<file path="config.mk">
export PLATFORM = sky130hd
export DESIGN_NAME = t09_bin_to_bcd_seq_flat
export DESIGN_NICKNAME = d
export VERILOG_FILES = /design/src/rtl/t09_bin_to_bcd_seq_if.sv /design/src/rtl/t09_bin_to_bcd_seq.sv /design/src/flat_wrapper.sv
export SDC_FILE = /design/constraint.sdc
export NUM_CORES = 1
export LEC_CHECK = 0
export BUFFER_PORTS_ARGS = -buffer_cell sky130_fd_sc_hd__buf_2
export CAP_MARGIN = 20
export CORE_MARGIN = 3
export CORE_UTILIZATION = 58
export DETAILED_ROUTE_END_ITERATION = 16
export PLACE_DENSITY = 0.8
export SLEW_MARGIN = 20
export SYNTH_ARGS = -nofsm -noshare
export SYNTH_HDL_FRONTEND = slang
export SYNTH_SLANG_ARGS = --single-unit
export TNS_END_PERCENT = 100
</file>
<file path="constraint.sdc">
create_clock -name clk -period 5.2 [get_ports clk]
set_clock_uncertainty 0.1 [all_clocks]
set_input_delay 1.04 -clock clk [delete_from_list [all_inputs] [get_ports clk]]
set_output_delay 1.04 -clock clk [all_outputs]
set_load 0.02 [all_outputs]
</file>
<file path="src/rtl/t09_bin_to_bcd_seq_if.sv">
// ---------------------------------------------------------------------------
// t09_bin_to_bcd_seq_if
//   Groups the request/result signals of the sequential binary-to-BCD
//   converter.
//
//   Signals
//     start         request conversion of bin_in (master -> slave)
//     bin_in        unsigned binary value, WIDTH bits (master -> slave)
//     busy          conversion in progress (slave -> master)
//     done          one-cycle result-valid pulse (slave -> master)
//     bcd_ones      BCD ones digit (slave -> master)
//     bcd_tens      BCD tens digit (slave -> master)
//     bcd_hundreds  BCD hundreds digit (slave -> master)
//
//   Modports
//     master  requester side (e.g. the display controller or a testbench)
//     slave   converter side
// ---------------------------------------------------------------------------
interface t09_bin_to_bcd_seq_if #(
    parameter int WIDTH = 8
);

    logic             start;
    logic [WIDTH-1:0] bin_in;
    logic             busy;
    logic             done;
    logic [3:0]       bcd_ones;
    logic [3:0]       bcd_tens;
    logic [3:0]       bcd_hundreds;

    modport master (
        output start,
        output bin_in,
        input  busy,
        input  done,
        input  bcd_ones,
        input  bcd_tens,
        input  bcd_hundreds
    );

    modport slave (
        input  start,
        input  bin_in,
        output busy,
        output done,
        output bcd_ones,
        output bcd_tens,
        output bcd_hundreds
    );

endinterface

</file>
<file path="src/rtl/t09_bin_to_bcd_seq.sv">
// ---------------------------------------------------------------------------
// t09_bin_to_bcd_seq
//   Sequential binary-to-BCD converter using shift-and-add-3 (double dabble).
//   Produces three BCD digits (ones, tens, hundreds) for the multiplexed
//   display stage. The digit outputs are registered and only change on the
//   completion edge, so the display never sees a partially converted value.
//
//   Parameters
//     WIDTH   width of bin_in, legal range 1..9 (511 still fits 3 digits)
//
//   Ports
//     clk     clock
//     rst     asynchronous, active-low reset
//     bus     t09_bin_to_bcd_seq_if slave modport:
//               start, bin_in          request inputs
//               busy, done, bcd_*      registered status/result outputs
//
//   Timing
//     start accepted on edge E0 (only in IDLE) -> one iteration per edge,
//     result and a one-cycle done pulse appear after edge E0+WIDTH.
//     Holding start high gives one conversion every WIDTH+1 cycles.
// ---------------------------------------------------------------------------
module t09_bin_to_bcd_seq #(
    parameter int WIDTH = 8
) (
    input  logic                  clk,
    input  logic                  rst,
    t09_bin_to_bcd_seq_if.slave   bus
);

    localparam int CW = $clog2(WIDTH + 1);

    generate
        if (WIDTH < 1 || WIDTH > 9) begin : g_bad_width
            $error("t09_bin_to_bcd_seq: WIDTH must be in 1..9");
        end
    endgenerate

    typedef enum logic {
        IDLE,
        CONVERT
    } state_t;

    // Registered state
    state_t           state;
    logic [WIDTH-1:0] shift_reg;
    logic [11:0]      scratch;
    logic [CW-1:0]    cnt;
    logic             busy_q;
    logic             done_q;
    logic [11:0]      bcd_q;

    // Next-state values
    state_t           state_next;
    logic [WIDTH-1:0] shift_next;
    logic [11:0]      scratch_next;
    logic [CW-1:0]    cnt_next;
    logic             busy_next;
    logic             done_next;
    logic [11:0]      bcd_next;

    // Datapath intermediates for one double-dabble iteration
    logic [11:0]      scratch_adj;
    logic [11:0]      scratch_shifted;

    // Add 3 to every nibble that is 5 or more; each nibble wraps on its own,
    // nothing carries into the next digit.
    function automatic logic [11:0] add3_digits(input logic [11:0] s);
        logic [11:0] r;
        r = s;
        for (int unsigned i = 0; i < 3; i++) begin
            if (s[4*i +: 4] >= 4'd5) begin
                r[4*i +: 4] = s[4*i +: 4] + 4'd3;
            end
        end
        return r;
    endfunction

    always_comb begin
        scratch_adj     = add3_digits(scratch);
        // Shift {scratch, shift_reg} left by one: MSB of the binary operand
        // enters the BCD LSB; the bit leaving the hundreds nibble is always 0.
        scratch_shifted = 12'({scratch_adj, shift_reg[WIDTH-1]});
    end

    // Next-state and output logic
    always_comb begin
        state_next   = state;
        shift_next   = shift_reg;
        scratch_next = scratch;
        cnt_next     = cnt;
        busy_next    = busy_q;
        done_next    = 1'b0;
        bcd_next     = bcd_q;

        case (state)
            IDLE: begin
                if (bus.start) begin
                    shift_next   = bus.bin_in;
                    scratch_next = '0;
                    cnt_next     = CW'(WIDTH);
                    busy_next    = 1'b1;
                    state_next   = CONVERT;
                end
            end

            CONVERT: begin
                scratch_next = scratch_shifted;
                shift_next   = shift_reg << 1;
                cnt_next     = cnt - 1'b1;
                // Last iteration: publish the post-iteration scratch directly
                // so the result lands on the same edge as the final shift.
                if (cnt == CW'(1)) begin
                    bcd_next   = scratch_shifted;
                    done_next  = 1'b1;
                    busy_next  = 1'b0;
                    state_next = IDLE;
                end
            end

            default: begin
                state_next = IDLE;
                busy_next  = 1'b0;
            end
        endcase
    end

    // State register
    always_ff @(posedge clk or negedge rst) begin
        if (!rst) begin
            state     <= IDLE;
            shift_reg <= '0;
            scratch   <= '0;
            cnt       <= '0;
            busy_q    <= 1'b0;
            done_q    <= 1'b0;
            bcd_q     <= '0;
        end else begin
            state     <= state_next;
            shift_reg <= shift_next;
            scratch   <= scratch_next;
            cnt       <= cnt_next;
            busy_q    <= busy_next;
            done_q    <= done_next;
            bcd_q     <= bcd_next;
        end
    end

    assign bus.busy         = busy_q;
    assign bus.done         = done_q;
    assign bus.bcd_ones     = bcd_q[3:0];
    assign bus.bcd_tens     = bcd_q[7:4];
    assign bus.bcd_hundreds = bcd_q[11:8];

endmodule

</file>
<file path="src/flat_wrapper.sv">
// flat-port wrapper written by rule: the top's interface ports become plain ports
module t09_bin_to_bcd_seq_flat 
#(
    parameter int WIDTH = 8
)
  (clk, rst, bus_start, bus_bin_in, bus_busy, bus_done, bus_bcd_ones, bus_bcd_tens, bus_bcd_hundreds);
  t09_bin_to_bcd_seq_if #(.WIDTH(WIDTH)) bus_i ();
  input  logic clk;
  input  logic rst;
  input wire logic [$bits(bus_i.start)-1:0] bus_start;
  input wire logic [$bits(bus_i.bin_in)-1:0] bus_bin_in;
  output wire logic [$bits(bus_i.busy)-1:0] bus_busy;
  output wire logic [$bits(bus_i.done)-1:0] bus_done;
  output wire logic [$bits(bus_i.bcd_ones)-1:0] bus_bcd_ones;
  output wire logic [$bits(bus_i.bcd_tens)-1:0] bus_bcd_tens;
  output wire logic [$bits(bus_i.bcd_hundreds)-1:0] bus_bcd_hundreds;
  assign bus_i.start = bus_start;
  assign bus_i.bin_in = bus_bin_in;
  assign bus_busy = bus_i.busy;
  assign bus_done = bus_i.done;
  assign bus_bcd_ones = bus_i.bcd_ones;
  assign bus_bcd_tens = bus_i.bcd_tens;
  assign bus_bcd_hundreds = bus_i.bcd_hundreds;
  t09_bin_to_bcd_seq #(.WIDTH(WIDTH)) u_core (.clk(clk), .rst(rst), .bus(bus_i));
endmodule
</file>
==> metrics.cfg <==
[pwr]
finalPower_mw=1.33
p_leak_nw=0.996
ir_drop_mv=0.373
p_per_area_nw_per_um2=654

[global_route]
grtUsageTotal_pct=19.8
overflow=0
grt_pass1_wl_um=5490
antenna_found_initial=0
grt_max_degree=40
grt_pass1_vias=1270

[placement]
dpl_cell_area_um2=1950
gp_congestion=0.775
port_buffers=24
dp_slack_ns=2.35
dp_hpwl_um=2210
dp_cells=231

[setup_path]
crit_required_ns=5.33
r2r_cells=4
path_class=register to register
path_max_fanout=32
regToRegSetupSlack_ns=2.30
worstSetupEndpointType=register
crit_chain=inv_2, or4b_1, clkinv_4, mux2_1
r2r_end=u_core.bcd_q[6]$_DFFE_PN0P_
critPathMaxStageDelay_ns=1.00
cp.arrival_ns=3.03
startpoint_type=register
r2r_start=u_core.state$_DFF_PN0_
crit_slowest_cell=dfrtp_1

[routing]
drtIter0Drc=53
drt-pass1-iter-count=4
viasPerCell=5.45
wl_per_cell_um=13.3
vias=1303
routed_wl_um=3170
ant_nets=0
drcViolationCount=0

[sta]
tightestPinTransition_ns=0.974
finalCritPeriodShare_pct=55.7
setup_tns_ns=0
whs_ns=0.388
slew_headroom_pct=35.1
finalHoldViolations=0
clock.fmax_ghz=0.345
finalMaxSlewViolations=0
rsz0062_at_grt=no
setup_ws_ns=2.30
setup_viol_count_final=0
period_needed_ns=2.90

[synth]
avgSynthCellArea_um2=10.5
ys_types=26
syn_inst=174
synth_seq_cells=39
yosysSeqAreaShare_pct=53.5
syn_nets=193
syn_area_um2=1820
synth_warnings=0

[min_path]
hold_path.class=register to register
worstHoldPathCells=2
hp-start=u_core.bcd_q[3]$_DFFE_PN0P_
min_to=u_core.bcd_q[3]$_DFFE_PN0P_

[layout]
antennaDiodeCount=0
nNetsFinal=215
fin_util_pct=70.9
area_growth_syn_to_layout_pct=11.8
fill_cells=220
final_cells=239
final_layout_size_suffix_gt1_share_pct=17.8
design_area_um2=2040

[clocking]
post-cts-setup-buffers=0
cts_hold_buf=0
tritoncts=done
cts-root-buf=clkbuf_4
numCtsBuffers=5
clk_pin_slew_ns=0.12
htreeDepth=2
cts_resized=0
clock-sinks=39
insertion_delay_ns=0.34
cts_buffer_depth=2

[floorplan]
die_w_um=62.1
die_h_um=62.1
start_util_pct=63.4
io_pins=25
num_rows=19
core-area_um2=2880
dieArea_um2=3850

[run_status]
status=finished, final reports clean

[job]
maxCapViolCount=0

report_power, final:
group | internal [mW] | total (mW) | switching [mW]
Combinational | 0.251 | 0.564 | 0.314
Sequential | 0.438 | 0.561 | 0.122
Clock | 0.114 | 0.209 | 0.0955
Total | 0.803 | 1.33 | 0.531
placed cells by master, fill, tap and decap left out:
| cell | n |
|---|---|
| a21o_1 | 4 |
| a21oi_1 | 10 |
| a22o_1 | 1 |
| buf_2 | 24 |
| bufinv_16 | 1 |
| clkbuf_4 | 5 |
| clkbuf_8 | 1 |
| clkinv_2 | 1 |
| clkinv_4 | 1 |
| dfrtp_1 | 39 |
| ha_1 | 8 |
| inv_1 | 8 |
| inv_2 | 1 |
| mux2_1 | 4 |
| mux2_2 | 1 |
| mux2i_1 | 11 |
| nand2_1 | 25 |
| nand2b_1 | 3 |
| nand3_1 | 1 |
| nor2_1 | 4 |
| nor3_1 | 5 |
| nor3b_1 | 7 |
| o21ai_1 | 17 |
| o22ai_1 | 7 |
| o31ai_1 | 1 |
| or3_1 | 1 |
| or4b_1 | 1 |
| xnor2_1 | 5 |
logic make-up after synthesis:
| kind of cell | count (synthesis) | synth area share [%] |
|---|---|---|
| and+or+nand+nor | 47 | 12.4 |
| AOI/OAI and AO/OA | 40 | 12.3 |
| DFF | 39 | 53.5 |
| buffers and inverters | 19 | 4.73 |
| muxes | 16 | 9.12 |
| adders and majority gates | 8 | 5.49 |
| xor gates and xnor gates | 5 | 2.40 |
how the worst max path moves through the flow:
stage	slack [ns]	to	cells after the start	startpoint
2_1_floorplan	3.21	u_core.shift_reg[1]$_DFFE_PN0P_	4	bus_start
3_3_place_gp	2.41	u_core.bcd_q[2]$_DFFE_PN0P_	4	u_core.state$_DFF_PN0_
3_5_place_dp	2.35	u_core.bcd_q[6]$_DFFE_PN0P_	4	u_core.state$_DFF_PN0_
4_1_cts	2.32	u_core.bcd_q[6]$_DFFE_PN0P_	4	u_core.state$_DFF_PN0_
5_1_grt	2.09	u_core.bcd_q[6]$_DFFE_PN0P_	4	u_core.state$_DFF_PN0_
6_report	2.30	u_core.bcd_q[6]$_DFFE_PN0P_	4	u_core.state$_DFF_PN0_
cell usage after synthesis, drive strengths merged:
cell / n / share of area (%)
or4b: 1 / 0.55
nor3: 5 / 1.4
a21o: 4 / 1.6
inv: 9 / 1.9
nand2b: 3 / 1.0
nor3b: 7 / 2.9
o22ai: 7 / 2.4
dfrtp: 39 / 53
xnor2: 5 / 2.4
mux2: 5 / 3.1
buf: 3 / 1.2
a21oi: 10 / 2.7
clkbuf: 6 / 1.2
clkinv: 1 / 0.48
a22o: 1 / 0.48
o21ai: 17 / 4.7
nor2: 4 / 0.82
or3: 1 / 0.34
nand3: 1 / 0.27
ha: 8 / 5.5
nand2: 25 / 5.1
o31ai: 1 / 0.41
mux2i: 11 / 6.0
routing by layer:
metal / track usage (%) / wire length (um)
met5: 0 / 0
met1: 22.6 / 1340
met3: 6.82 / 156
met2: 34.2 / 1640
met4: 6.97 / 34
final cells by class:
type | instances | area, um^2 | area share (%)
inverters | 10 | 42.5 | 2.09
clock buffers | 6 | 51.3 | 2.52
flip-flops and latches | 39 | 976 | 47.9
well taps | 42 | 52.6 | 2.58
clock inverters | 2 | 35.0 | 1.72
repair buffers | 24 | 120 | 5.89
multi-input cells | 116 | 762 | 37.4
worst max-delay path, delay by kind of cell (launching register included):
kind / cells / cell delay, ns
flops: 1 / 1.00
mux: 1 / 0.34
buf+inv: 2 / 0.50
simple gates: 1 / 0.84
Note: power is estimated with default switching activity, not from simulation.
